===== config.mk =====
export PLATFORM = sky130hd
export DESIGN_NAME = part3_divider
export DESIGN_NICKNAME = d
export VERILOG_FILES = /design/src/rtl/part3_pkg.sv /design/src/rtl/part3_div_step.sv /design/src/rtl/part3_divider.sv
export SDC_FILE = /design/constraint.sdc
export NUM_CORES = 1
export LEC_CHECK = 0
export CAP_MARGIN = 30
export CORE_UTILIZATION = 52
export DETAILED_ROUTE_END_ITERATION = 10
export PLACE_DENSITY = 0.81
export SYNTH_ARGS = -nofsm -noshare
export SYNTH_HDL_FRONTEND = slang
export SYNTH_SLANG_ARGS = --single-unit

===== constraint.sdc =====
create_clock -name clk -period 2.1 [get_ports clk]
set_input_delay 0.315 -clock clk [delete_from_list [all_inputs] [get_ports clk]]
set_output_delay 0.315 -clock clk [all_outputs]
set_load 0.005 [all_outputs]

===== src/rtl/part3_pkg.sv =====
`default_nettype none
// +----------------------------------------------------------------------+
// | part3_pkg : shared encodings and defaults for the part3 divider      |
// | Revision  : 1.0                                                      |
// +----------------------------------------------------------------------+
package part3_pkg;

  localparam int c_DW_DEFAULT = 8;
  localparam int c_VW_DEFAULT = 4;

  localparam logic [1:0] c_ST_IDLE = 2'd0;
  localparam logic [1:0] c_ST_RUN  = 2'd1;
  localparam logic [1:0] c_ST_DONE = 2'd2;

  typedef enum logic [1:0] {
    ST_IDLE = c_ST_IDLE,
    ST_RUN  = c_ST_RUN,
    ST_DONE = c_ST_DONE
  } state_t;

  localparam logic [c_DW_DEFAULT-1:0] c_DZ_QUOTIENT = 8'hFF;

endpackage
`default_nettype wire


===== src/rtl/part3_div_step.sv =====
`default_nettype none
// +----------------------------------------------------------------------+
// | part3_div_step : one restoring shift-subtract iteration              |
// | Revision       : 1.0                                                 |
// +----------------------------------------------------------------------+
module part3_div_step #(
  parameter int VW = 4
) (
  input  logic [VW:0]   i_p,
  input  logic          i_bit,
  input  logic [VW-1:0] i_divisor,
  output logic [VW:0]   o_p,
  output logic          o_q
);

  logic [VW+1:0] w_shift;

  always_comb begin
    w_shift = {i_p, i_bit};
    o_q     = (w_shift >= {2'b00, i_divisor});
    // The difference always fits VW+1 bits because P stays below the divisor.
    o_p     = o_q ? (w_shift[VW:0] - {1'b0, i_divisor}) : w_shift[VW:0];
  end

endmodule
`default_nettype wire


===== src/rtl/part3_divider.sv =====
`default_nettype none
// +----------------------------------------------------------------------+
// | part3_divider : sequential restoring divider, DW/VW -> quotient/rem  |
// | Revision      : 1.0                                                  |
// +----------------------------------------------------------------------+
module part3_divider
  import part3_pkg::*;
#(
  parameter int DW = c_DW_DEFAULT,
  parameter int VW = c_VW_DEFAULT
) (
  input  logic          clk,
  input  logic          rst,
  input  logic          i_start,
  input  logic [DW-1:0] i_dividend,
  input  logic [VW-1:0] i_divisor,
  output logic          o_busy,
  output logic          o_done,
  output logic [DW-1:0] o_quotient,
  output logic [VW-1:0] o_remainder,
  output logic          o_div_by_zero
);

  localparam int            CW     = $clog2(DW) + 1;
  localparam logic [CW-1:0] c_LAST = CW'(DW - 1);
  localparam logic [DW-1:0] c_DZ_Q = {DW{c_DZ_QUOTIENT[0]}};

  state_t        r_state;
  state_t        w_next;
  logic [CW-1:0] r_cnt;
  logic [DW-1:0] r_work;
  logic [VW-1:0] r_dvs;
  logic [VW:0]   r_p;
  logic          r_zpend;
  logic [DW-1:0] r_quot;
  logic [VW-1:0] r_rem;
  logic          r_dz;

  logic          w_accept;
  logic          w_last;
  logic          w_dvs_zero;
  logic [VW:0]   w_p_next;
  logic          w_q;

  part3_div_step #(
    .VW (VW)
  ) u_step (
    .i_p       (r_p),
    .i_bit     (r_work[DW-1]),
    .i_divisor (r_dvs),
    .o_p       (w_p_next),
    .o_q       (w_q)
  );

  // A zero divisor is accepted, then posts its result one edge later without RUN.
  assign w_dvs_zero = (i_divisor == '0);
  assign w_accept   = i_start && !r_zpend && ((r_state == ST_IDLE) || (r_state == ST_DONE));
  assign w_last     = (r_state == ST_RUN) && (r_cnt == c_LAST);

  always_ff @(posedge clk or posedge rst) begin
    if (rst) begin
      r_state <= ST_IDLE;
    end else begin
      r_state <= w_next;
    end
  end

  always_comb begin
    w_next = r_state;
    o_busy = 1'b0;
    o_done = 1'b0;
    case (r_state)
      ST_IDLE: begin
        if (r_zpend) begin
          w_next = ST_DONE;
        end else if (i_start && !w_dvs_zero) begin
          w_next = ST_RUN;
        end
      end
      ST_RUN: begin
        o_busy = 1'b1;
        if (w_last) begin
          w_next = ST_DONE;
        end
      end
      ST_DONE: begin
        o_done = 1'b1;
        if (i_start && !w_dvs_zero) begin
          w_next = ST_RUN;
        end else begin
          w_next = ST_IDLE;
        end
      end
      default: begin
        w_next = ST_IDLE;
      end
    endcase
  end

  always_ff @(posedge clk or posedge rst) begin
    if (rst) begin
      r_cnt   <= '0;
      r_work  <= '0;
      r_dvs   <= '0;
      r_p     <= '0;
      r_zpend <= 1'b0;
      r_quot  <= '0;
      r_rem   <= '0;
      r_dz    <= 1'b0;
    end else begin
      r_zpend <= w_accept && w_dvs_zero;

      if (w_accept) begin
        r_work <= i_dividend;
        r_dvs  <= i_divisor;
        r_p    <= '0;
        r_cnt  <= '0;
      end else if (r_state == ST_RUN) begin
        // Dividend bits leave at the MSB while quotient bits enter at the LSB.
        r_work <= {r_work[DW-2:0], w_q};
        r_p    <= w_p_next;
        r_cnt  <= r_cnt + 1'b1;
      end

      if (w_last) begin
        r_quot <= {r_work[DW-2:0], w_q};
        r_rem  <= w_p_next[VW-1:0];
        r_dz   <= 1'b0;
      end else if (r_zpend) begin
        r_quot <= c_DZ_Q;
        r_rem  <= r_work[VW-1:0];
        r_dz   <= 1'b1;
      end
    end
  end

  assign o_quotient    = r_quot;
  assign o_remainder   = r_rem;
  assign o_div_by_zero = r_dz;

endmodule
`default_nettype wire


; ---- After elaboration in Yosys (flattened, before gate mapping)
; Index checks and enable logic that the tools add are counted.
[op_classes]
add_sub_neg = 2
n_lt_le_gt_ge = 1
eq_ne = 5
n_mux = 20
reduce_logical = 13
[op_table]
columns = cell, n
row1 = $mux W8, 4
row2 = $mux W4, 4
row3 = $mux W5, 3
row4 = $ge A6 B4 Y1, 1
row5 = $mux W2, 3
row6 = $pmux W2 S3, 1
row7 = $logic_and A1 B1 Y1, 5
row8 = $mux W1, 5
row9 = $sub A5 B4 Y5, 1
row10 = $add A4 B1 Y4 const B, 1
row11 = $eq A4 B3 Y1 const B, 1
row12 = $logic_not A4 Y1, 1
row13 = $reduce_bool A2 Y1, 2
row14 = $ne A3 B2 Y1 const B, 1
row15 = $eq A2 B1 Y1 const B, 1
row16 = $eq A2 B2 Y1 const B, 1
row17 = $logic_not A1 Y1, 2
row18 = $logic_not A2 Y1, 1
row19 = $ne A2 B2 Y1 const B, 1
row20 = $reduce_and A2 Y1, 1
row21 = $logic_or A1 B1 Y1, 1
[word_totals]
register_bits = 37
input_bits = 15
out_inout_bits = 15

; ---- Longest topological paths before layout
; Gate-level depths: netlist (run 1).
[depth]
ltp_word = 6
depth_mapped = 9
ltp_nobuf = 9

; ---- Cells and area by module
; A second synthesis (run 1) with hierarchy kept.
[hier_totals]
cells_unflattened = 201
area_unflattened_um2 = 1884.3
[modules_own_cells]
columns = module, instances, cells_each, area_each_um2
row1 = part3_divider, 1, 172, 1650.3
row2 = part3_div_step, 1, 29, 234.0

; ---- Least setup slack after synthesis (run 1)
; OpenSTA, ideal clock, no wires.
[synth_timing]
path_kind = reg2reg
startpoint = register r_work[7]
endpoint = register r_rem[0], in the netlist o_remainder[0]
setup_time_ns = 0.079
t_arrival_ns = 1.815
required_ns = 2.021
path_slack_ns = 0.205
stages_incl_launch_ff = 10
n_path_buf = 0
synth_period_minus_slack_ns = 1.895
cell_sequence = dfrtp_1 -> inv_1 -> ha_1 -> inv_1 -> fa_1 -> nand3_1 -> nand2_1 -> nor2_4 -> mux2_2 -> mux2i_1
[synth_via]
elab_chain_len = 3
[synth_lines]
columns = element, line
row1 = start: declaration, part3_divider.sv:31  ; logic [DW-1:0] r_work;
row2 = start signal: assignment, part3_divider.sv:114  ; r_work <= i_dividend;
row3 = start signal: assignment, part3_divider.sv:120  ; r_work <= {r_work[DW-2:0], w_q};
row4 = $sub A5 B4 Y5 or $ge A6 B4 Y1 (tied branches), "part3_div_step.sv:22, part3_div_step.sv:20"
row5 = $mux W5 *, part3_div_step.sv:22  ; o_p = o_q ? (w_shift[VW:0] - {1'b0, i_divisor}) : w_shift[VW:0];
row6 = $mux W4 *, part3_divider.sv:125  ; if (w_last) begin
row7 = end signal: assignment, part3_divider.sv:127  ; r_rem <= w_p_next[VW-1:0];
row8 = end signal: assignment, part3_divider.sv:131  ; r_rem <= r_work[VW-1:0];
row9 = end: declaration, part3_divider.sv:36  ; logic [VW-1:0] r_rem;
; Mark *: on every way between the ends. The rest lies on a longest branch, timed or not.
; A chain may end at the register's enable or synchronous reset.

; ---- Final worst setup path (run 1)
[layout_timing]
startpoint = register r_state[1]
endpoint = output port o_busy
[layout_via]
elab_chain_len = 2
[layout_lines]
columns = element, line
row1 = start: declaration, part3_divider.sv:28  ; state_t r_state;
row2 = start signal: assignment, part3_divider.sv:64  ; r_state <= w_next;
row3 = $eq A2 B1 Y1, part3_divider.sv:72  ; case (r_state)
row4 = $mux W1, part3_divider.sv:72
row5 = end: declaration, part3_divider.sv:17  ; output logic o_busy,
; No other way between the ends.

==> results of run 1 <==
## final cells by class
| class | count | area, um^2 |
|---|---|---|
| Clock inverter | 2 | 10.0 |
| Multi-Input combinational cell | 123 | 753 |
| Clock buffer | 6 | 41.3 |
| Fill cell | 261 | 973 |
| Sequential cell | 37 | 926 |
| Timing Repair Buffer | 36 | 343 |
| Tap cell | 44 | 55.1 |
| Inverter | 7 | 26.3 |
## tightest hold or removal path: cells and delay by family
family	cells	cell delay, ns
buffers and inverters	3	0.84
## metrics by stage
stage | utilization (%) | std cells | setup WS, ns
after floorplan | - | 176 | 0.205
after detailed placement | 66.6 | 245 | 0.00429
after CTS | 68.2 | 253 | 0.000444
after global placement | 66.6 | 245 | 0.146
after global routing | 68.9 | 255 | -0.0288
final | 68.9 | 255 | 0.119
## layer usage
metal	share of wire, %	wire length (um)
met5	0	0
met3	2.3	84
met2	50	1800
met1	47	1700
met4	0.97	35
## flip-flops by register name (all words and copies together) (netlist names)
| register | flops |
|---|---|
| o_div_by_zero | 1 |
| o_quotient | 8 |
| o_remainder | 4 |
| r_cnt | 4 |
| r_dvs | 4 |
| r_p | 5 |
| r_state | 2 |
| r_work | 8 |
| r_zpend | 1 |
## how the worst max path moves through the flow
stage	start	end	slack, ns	cells after the start
floorplan	r_work[7]$_DFFE_PP0P_	o_remainder[0]$_DFFE_PP0P_	0.21	9
global placement	r_work[7]$_DFFE_PP0P_	o_remainder[0]$_DFFE_PP0P_	0.15	9
detailed placement	r_work[7]$_DFFE_PP0P_	o_remainder[0]$_DFFE_PP0P_	0.004	9
CTS	r_work[7]$_DFFE_PP0P_	o_remainder[0]$_DFFE_PP0P_	0.0004	9
global route	r_work[7]$_DFFE_PP0P_	o_remainder[0]$_DFFE_PP0P_	-0.03	9
finish	r_state[1]$_DFFE_PP0P_	o_busy	0.12	3
## layout by cell type (no fill, tap or decap), drive strengths merged
cell | Yosys | routed
ha | 5 | 5
nor3 | 1 | 1
mux2 | 2 | 2
and3b | 1 | 1
nand3 | 1 | 1
clkdlybuf4s50 | 0 | 29
and2 | 1 | 1
fa | 1 | 1
nand2 | 35 | 35
clkbuf | 2 | 6
a22oi | 8 | 8
mux2i | 8 | 8
nand2b | 2 | 2
nor3b | 2 | 2
o21ai | 18 | 18
o32ai | 1 | 1
dfrtp | 37 | 37
buf | 7 | 7
a211oi | 3 | 3
nor4 | 1 | 1
nor2 | 16 | 16
clkinv | 0 | 2
inv | 7 | 7
nand3b | 1 | 1
a21oi | 6 | 6
nand4 | 2 | 2
xor2 | 4 | 4
nor2b | 4 | 4
## where the power goes
group | leakage, nW | internal [mW] | switching (mW)
registers | 0.449 | 1.06 | 0.254
clock network | 0.0320 | 0.128 | 0.218
logic | 0.464 | 0.842 | 0.881
total | 0.945 | 2.03 | 1.35
## logic make-up after synthesis
group                    after synthesis  synth area share, %
buffers and inverters                 16                 4.63
multiplexers                          10                 5.84
adder cells (fa/ha/maj)                6                 4.70
XOR/XNOR                               4                 2.00
AO/OA/AOI/OAI                         36                 12.0
flip-flops                            37                 52.7
AND/OR/NAND/NOR                       67                 18.0
## what timing repair did
action	4_1_cts	5_1_grt
endpoints found under the setup margin	0	8
gates resized for setup	0	2
buffers inserted	0	2
==> impl_results.md, run 1 <==
* Status: completed
* Number of DRC markers in iteration 0 at 35
* Port Buf Inserts at 29
* Design Power at approximately 3.4 mW
* Area Growth Syn to Fin at 22.7%
* Synth Warn # at 0
* Setup-failing EPs final at 0
* Global route hottest layer: met2
* Seq/Total Area, Yosys at between 50% and 60%
* Critical R2R Capture: o_remainder[0]$_DFFE_PP0P_
* Relative slew slack at 37.9%
* P_leak at about 0.94 nW
* Critical path class: flop to primary output
* Skew final at about 0.0047 ns
* Worst skew pair latency at approximately 0.32 ns
* Core area at 3130 um^2
* GP Congestion at between 0.8 and 0.9
* Clk root buf: clkbuf_4
* GRT met2 Usage at a little over a third
* CTS H-tree lvls at 2
* Count leader, synth: dfrtp_1
* Bufs on Longest Clock Path at 2
* Critical path, cell by cell: nand2b_1 -> inv_2 -> clkdlybuf4s50_1
* Vias at around 1.3k
* Antenna violations before repair at 0
* Placed cell areas at approximately 2100 um^2
* Antenna-violating nets left at 0
* CTS Buf Count at 5
* Minimum clock period at between 1.5 and 2 ns
* Most frequent cells after synthesis: dfrtp_1, nand2_1, o21ai_0
* Post-synth top area cell: dfrtp_1
* Rows at 20
* Design Area, Final at 2150 um^2
* Initial Utilization at about 56%
* Synthesized instance count at roughly 180
* # Max-Cap Violations at 0
* Die Span X at between 60 and 70 um
* Worst Path Arrival at around 1.7 ns
* Final period utilization at a little over nine tenths
* Post-synthesis cell type count at 32
* Worst endpoint required time at 1.78 ns
* CP Buf/Inv Count at 2
* # hold bufs at CTS at 0
* Clk sinks at 37
* CTS tree: yes
* GRT Resource Usage Total at around 23%
* Post-synth EDFFs at 0
* Crit path max-delay family: buffers and inverters
* M3 GR Usage at 4.11%
* PwrDens at approximately 1600 nW/um^2
* Dominant cells by area after synthesis: dfrtp_1, nand2_1, o21ai_0, mux2i_1, ha_1
* Fin nets at 231
* Crit path max fanout at 12
* FFs w/ async S/R, synth at 100%
* Vias/cell at between 5 and 6
* Slowest stage cell, crit path: clkdlybuf4s50_1
* Slew Limit Fails at 0
* First-pass GRT wire length at a little over 6 mm
* HPWL after DPL at 2.59 mm
* TritonRoute pass-1 iters at 4
* Drt wl/cell at around 14 um
* Pin count of the biggest net entering global routing at 38
* #FFs+latches synth at 37
* Vias in the first global route at 1352
* Die area at between 3000 and 4000 um^2
* Fin Hold WS at approximately 0.38 ns
* Setup TNS at 0 ns
* Syn Area/Cell at between 9 and 10 um^2
* Worst-path clk slew at between 0.1 and 0.15 ns
* RSZ-0062 raised after global routing: true
* Startpoint types: flop
* Reg2Reg Setup Slack at ~0.13 ns
* Worst-margin pin slew at a little over 0.9 ns
* Mapped Area at roughly 1800 um^2
* Total grt overflow at 0
* Layout cells sized above 1 at a little over a tenth
* Die Height at roughly 60 um
* Diode count at 0
* Worst reg2reg startpoint: r_work[7]$_DFFE_PP0P_
* Crit end category: primary output
* Ports at 30
* Worst min path class: input port to asynchronous set/reset pin
* Syn nets at between 150 and 200
* F_max at roughly 500 MHz
* Top cell type's share of synthesized area at between 50% and 60%
* Post-synth top flop: dfrtp_1
* # DRC at 0
* Final hold vios at 0
* Critical Path Max Stage Delay at between 0.5 and 0.6 ns
* Peak VDD IR at 0.00107 V
* Met1 Use GR at approximately a third
* Routed wire length at approximately 3.6 mm
* Worst r2r path cells at 9
Note: power is estimated with default switching activity, not from simulation.
==> inputs of run 2 (changes only) <==
--- a/config.mk
+++ b/config.mk
@@ -6,9 +6,11 @@
 export NUM_CORES = 1
 export LEC_CHECK = 0
 export CAP_MARGIN = 30
-export CORE_UTILIZATION = 52
+export CORE_UTILIZATION = 45
 export DETAILED_ROUTE_END_ITERATION = 10
-export PLACE_DENSITY = 0.81
+export PLACE_DENSITY = 0.72
+export SKIP_CTS_REPAIR_TIMING = 1
+export SLEW_MARGIN = 30
 export SYNTH_ARGS = -nofsm -noshare
 export SYNTH_HDL_FRONTEND = slang
 export SYNTH_SLANG_ARGS = --single-unit
==> run 2 against run 1 <==
Effect of this change:
- critical path depth increased by 6
- non-clock buffer count decreased by 2
- clock power increased by 87%
- maximum frequency increased by 1.6%
- flip-flop and latch count unchanged
- sequential share of layout area decreased by 1.1 points
- die area increased by 15%
- global-route usage decreased by 3.0 points
- critical path type is now flop to flop
- largest cell class unchanged
- largest power group unchanged
==> impl_results.md, run 2 (synthesis gave the netlist of run 1 again) <==
* Status: completed
* Vias in the first global route at 1335 (-1.3%)
* Die area at 4150 um^2 (+15%)
* Die Height at 64.5 um (+7.2%)
* PwrDens at 1630 nW/um^2 (+4.2%)
* Worst reg2reg startpoint: r_work[7]$_DFFE_PP0P_
* Worst min path class: input port to asynchronous set/reset pin
* Critical path class: flop to flop
* Core area at 3690 um^2 (+18%)
* CTS tree: yes
* Antenna-violating nets left at 0 (unchanged)
* Util after Layout at 60.0% (-8.9 points)
* P_int at 2.25 mW (+11%)
* Vias at 1355 (+0.44%)
* Reg2Reg Setup Slack at 0.15 ns (+0.02 ns)
* Clk root buf: clkbuf_8
* Worst skew pair latency at 0.29 ns (-0.03 ns)
* HPWL after DPL at 2.55 mm (-1.6%)
* Setup-failing EPs final at 0 (unchanged)
* Worst-margin pin slew at 0.909 ns (-0.0186 ns)
* # Max-Cap Violations at 0 (unchanged)
* GRT Resource Usage Total at 20.1% (-3.0 points)
* CTS Buf Count at 5 (unchanged)
* Drt wl/cell at 14.1 um (-0.15%)
* Relative slew slack at 39.2% (+1.2 points)
* GP Congestion at 0.755 (-6.2%)
* Pin count of the biggest net entering global routing at 38 (unchanged)
* Minimum clock period at 1.95 ns (-0.0316 ns)
* Critical R2R Capture: o_remainder[0]$_DFFE_PP0P_
* First-pass GRT wire length at 6.22 mm (+2.2%)
* RSZ-0062 raised after global routing: false
* Most common cell after layout, fill and taps aside: dfrtp_1
* Ports at 30 (unchanged)
* Place WS at 0.0502 ns (+0.0459 ns)
* Fin nets at 229 (-0.87%)
* Crit path max fanout at 6 (-6)
* Routed wire length at 3.63 mm (+0.64%)
* Number of DRC markers in iteration 0 at 54 (+54%)
* Worst Path Arrival at 2.16 ns (+0.49 ns)
* Bufs on Longest Clock Path at 2 (unchanged)
* Psw at 1.37 mW (+1.2%)
* Skew final at 0.00645 ns (+0.00177 ns)
* Antenna violations before repair at 0 (unchanged)
* P_leak at 0.960 nW (+1.6%)
* Worst endpoint required time at 2.31 ns (+0.53 ns)
* CTS H-tree lvls at 2 (unchanged)
* # DRC at 0 (unchanged)
* Port Buf Inserts at 29 (unchanged)
* Clk sinks at 37 (unchanged)
* Setup ws final at 0.151 ns (+0.0316 ns)
* Startpoint types: flop
* Reg power frac at 36.2% (-2.6 points)
* Setup TNS at 0 ns (unchanged)
* Worst r2r path cells at 9 (unchanged)
* Vias/cell at 5.27 (-0.34%)
* Area Growth Syn to Fin at 26.1%
* Initial Utilization at 47.6% (-8.5 points)
* Worst-path clk slew at 0.08 ns (-0.03 ns)
* Layout cells sized above 1 at 10.0% (-0.38 points)
* Total grt overflow at 0 (unchanged)
* Final hold vios at 0 (unchanged)
* Crit end category: flop
* Final period utilization at 92.8% (-1.5 points)
* Slew Limit Fails at 0 (unchanged)
* Power share of the combinational group at 45.9% (-5.1 points)
* Clock share of power at 17.9% (+7.7 points)
* TritonRoute pass-1 iters at 4 (unchanged)
* F_max at 513 MHz (+1.6%)
* Peak VDD IR at 0.000852 V (-21%)
* Sw Share at 37.9% (-2.2 points)
* Rows at 22 (+10%)
* Die Span X at 64.5 um (+7.2%)
* Most frequent cells in the layout: dfrtp_1, nand2_1, clkdlybuf4s50_1
* Diode count at 0 (unchanged)
-- run 2: cell count changes in the layout (fill, tap and decap cells not counted) --
cell and change:
bufinv_16 +1, clkbuf_4 -5, clkbuf_8 +6, buf_4 -2
clkinv_2 -2, clkinvlp_4 +1, clkbuf_1 -1
-- run 2: worst max path at each step --
stage	startpoint	end	slack, ns	cells past startpoint
after floorplan	r_work[7]$_DFFE_PP0P_	o_remainder[0]$_DFFE_PP0P_	0.21	9
after global placement	r_work[7]$_DFFE_PP0P_	o_remainder[0]$_DFFE_PP0P_	0.13	9
after detailed placement	r_work[7]$_DFFE_PP0P_	o_remainder[0]$_DFFE_PP0P_	0.05	9
after CTS	r_work[7]$_DFFE_PP0P_	o_remainder[0]$_DFFE_PP0P_	0.01	9
after global routing	r_work[7]$_DFFE_PP0P_	o_remainder[0]$_DFFE_PP0P_	0.02	9
final	r_work[7]$_DFFE_PP0P_	o_remainder[0]$_DFFE_PP0P_	0.15	9
-- run 2: power by group through the flow --
stage	Clock [mW]	Sequential, mW	Combinational (mW)
after floorplan	0	1.27	1.11
after CTS	0.657	1.31	1.66
after detailed placement	0	1.32	1.64
final	0.647	1.31	1.66
after global placement	0	1.30	1.59
after global routing	0.677	1.36	1.88
-- run 2: layout make-up --
| class | instances | area [um^2] |
|---|---|---|
| Clock buffer | 6 | 82.6 |
| Tap cell | 48 | 60.1 |
| Inverter | 7 | 26.3 |
| Fill cell | 335 | 1480 |
| Timing Repair Buffer | 34 | 328 |
| Multi-Input combinational cell | 123 | 753 |
| Sequential cell | 37 | 926 |
| Clock inverter | 2 | 37.5 |
-- run 2: metrics by stage --
step                cells  power (mW)  hold slack (ns)  cell area, um^2
global placement      249        2.89            0.449             2090
global route          257        3.92            0.470             2210
CTS                   257        3.62            0.447             2210
floorplan             176        2.38            0.432             1760
finish                257        3.62            0.423             2210
detailed placement    249        2.96            0.460             2090
-- run 2: per-layer routing --
| layer | part of all wire (%) | vias up | track usage (%) |
|---|---|---|---|
| met2 | 48 | 29 | 30.3 |
| met1 | 47 | 659 | 27.0 |
| li1 | - | 658 | - |
| met3 | 3.2 | 9 | 5.28 |
| met5 | 0 | - | 0 |
| met4 | 2.5 | 0 | 9.72 |
-- run 2: worst max-delay path, cell delays in order (launching register included) --
cell and delay [ns]:
dfrtp_1 0.38, inv_1 0.07, ha_1 0.15, inv_1 0.06, fa_2 0.34, nand3_1 0.09
nand2_2 0.08, nor2_4 0.18, mux2_2 0.37, mux2i_1 0.14
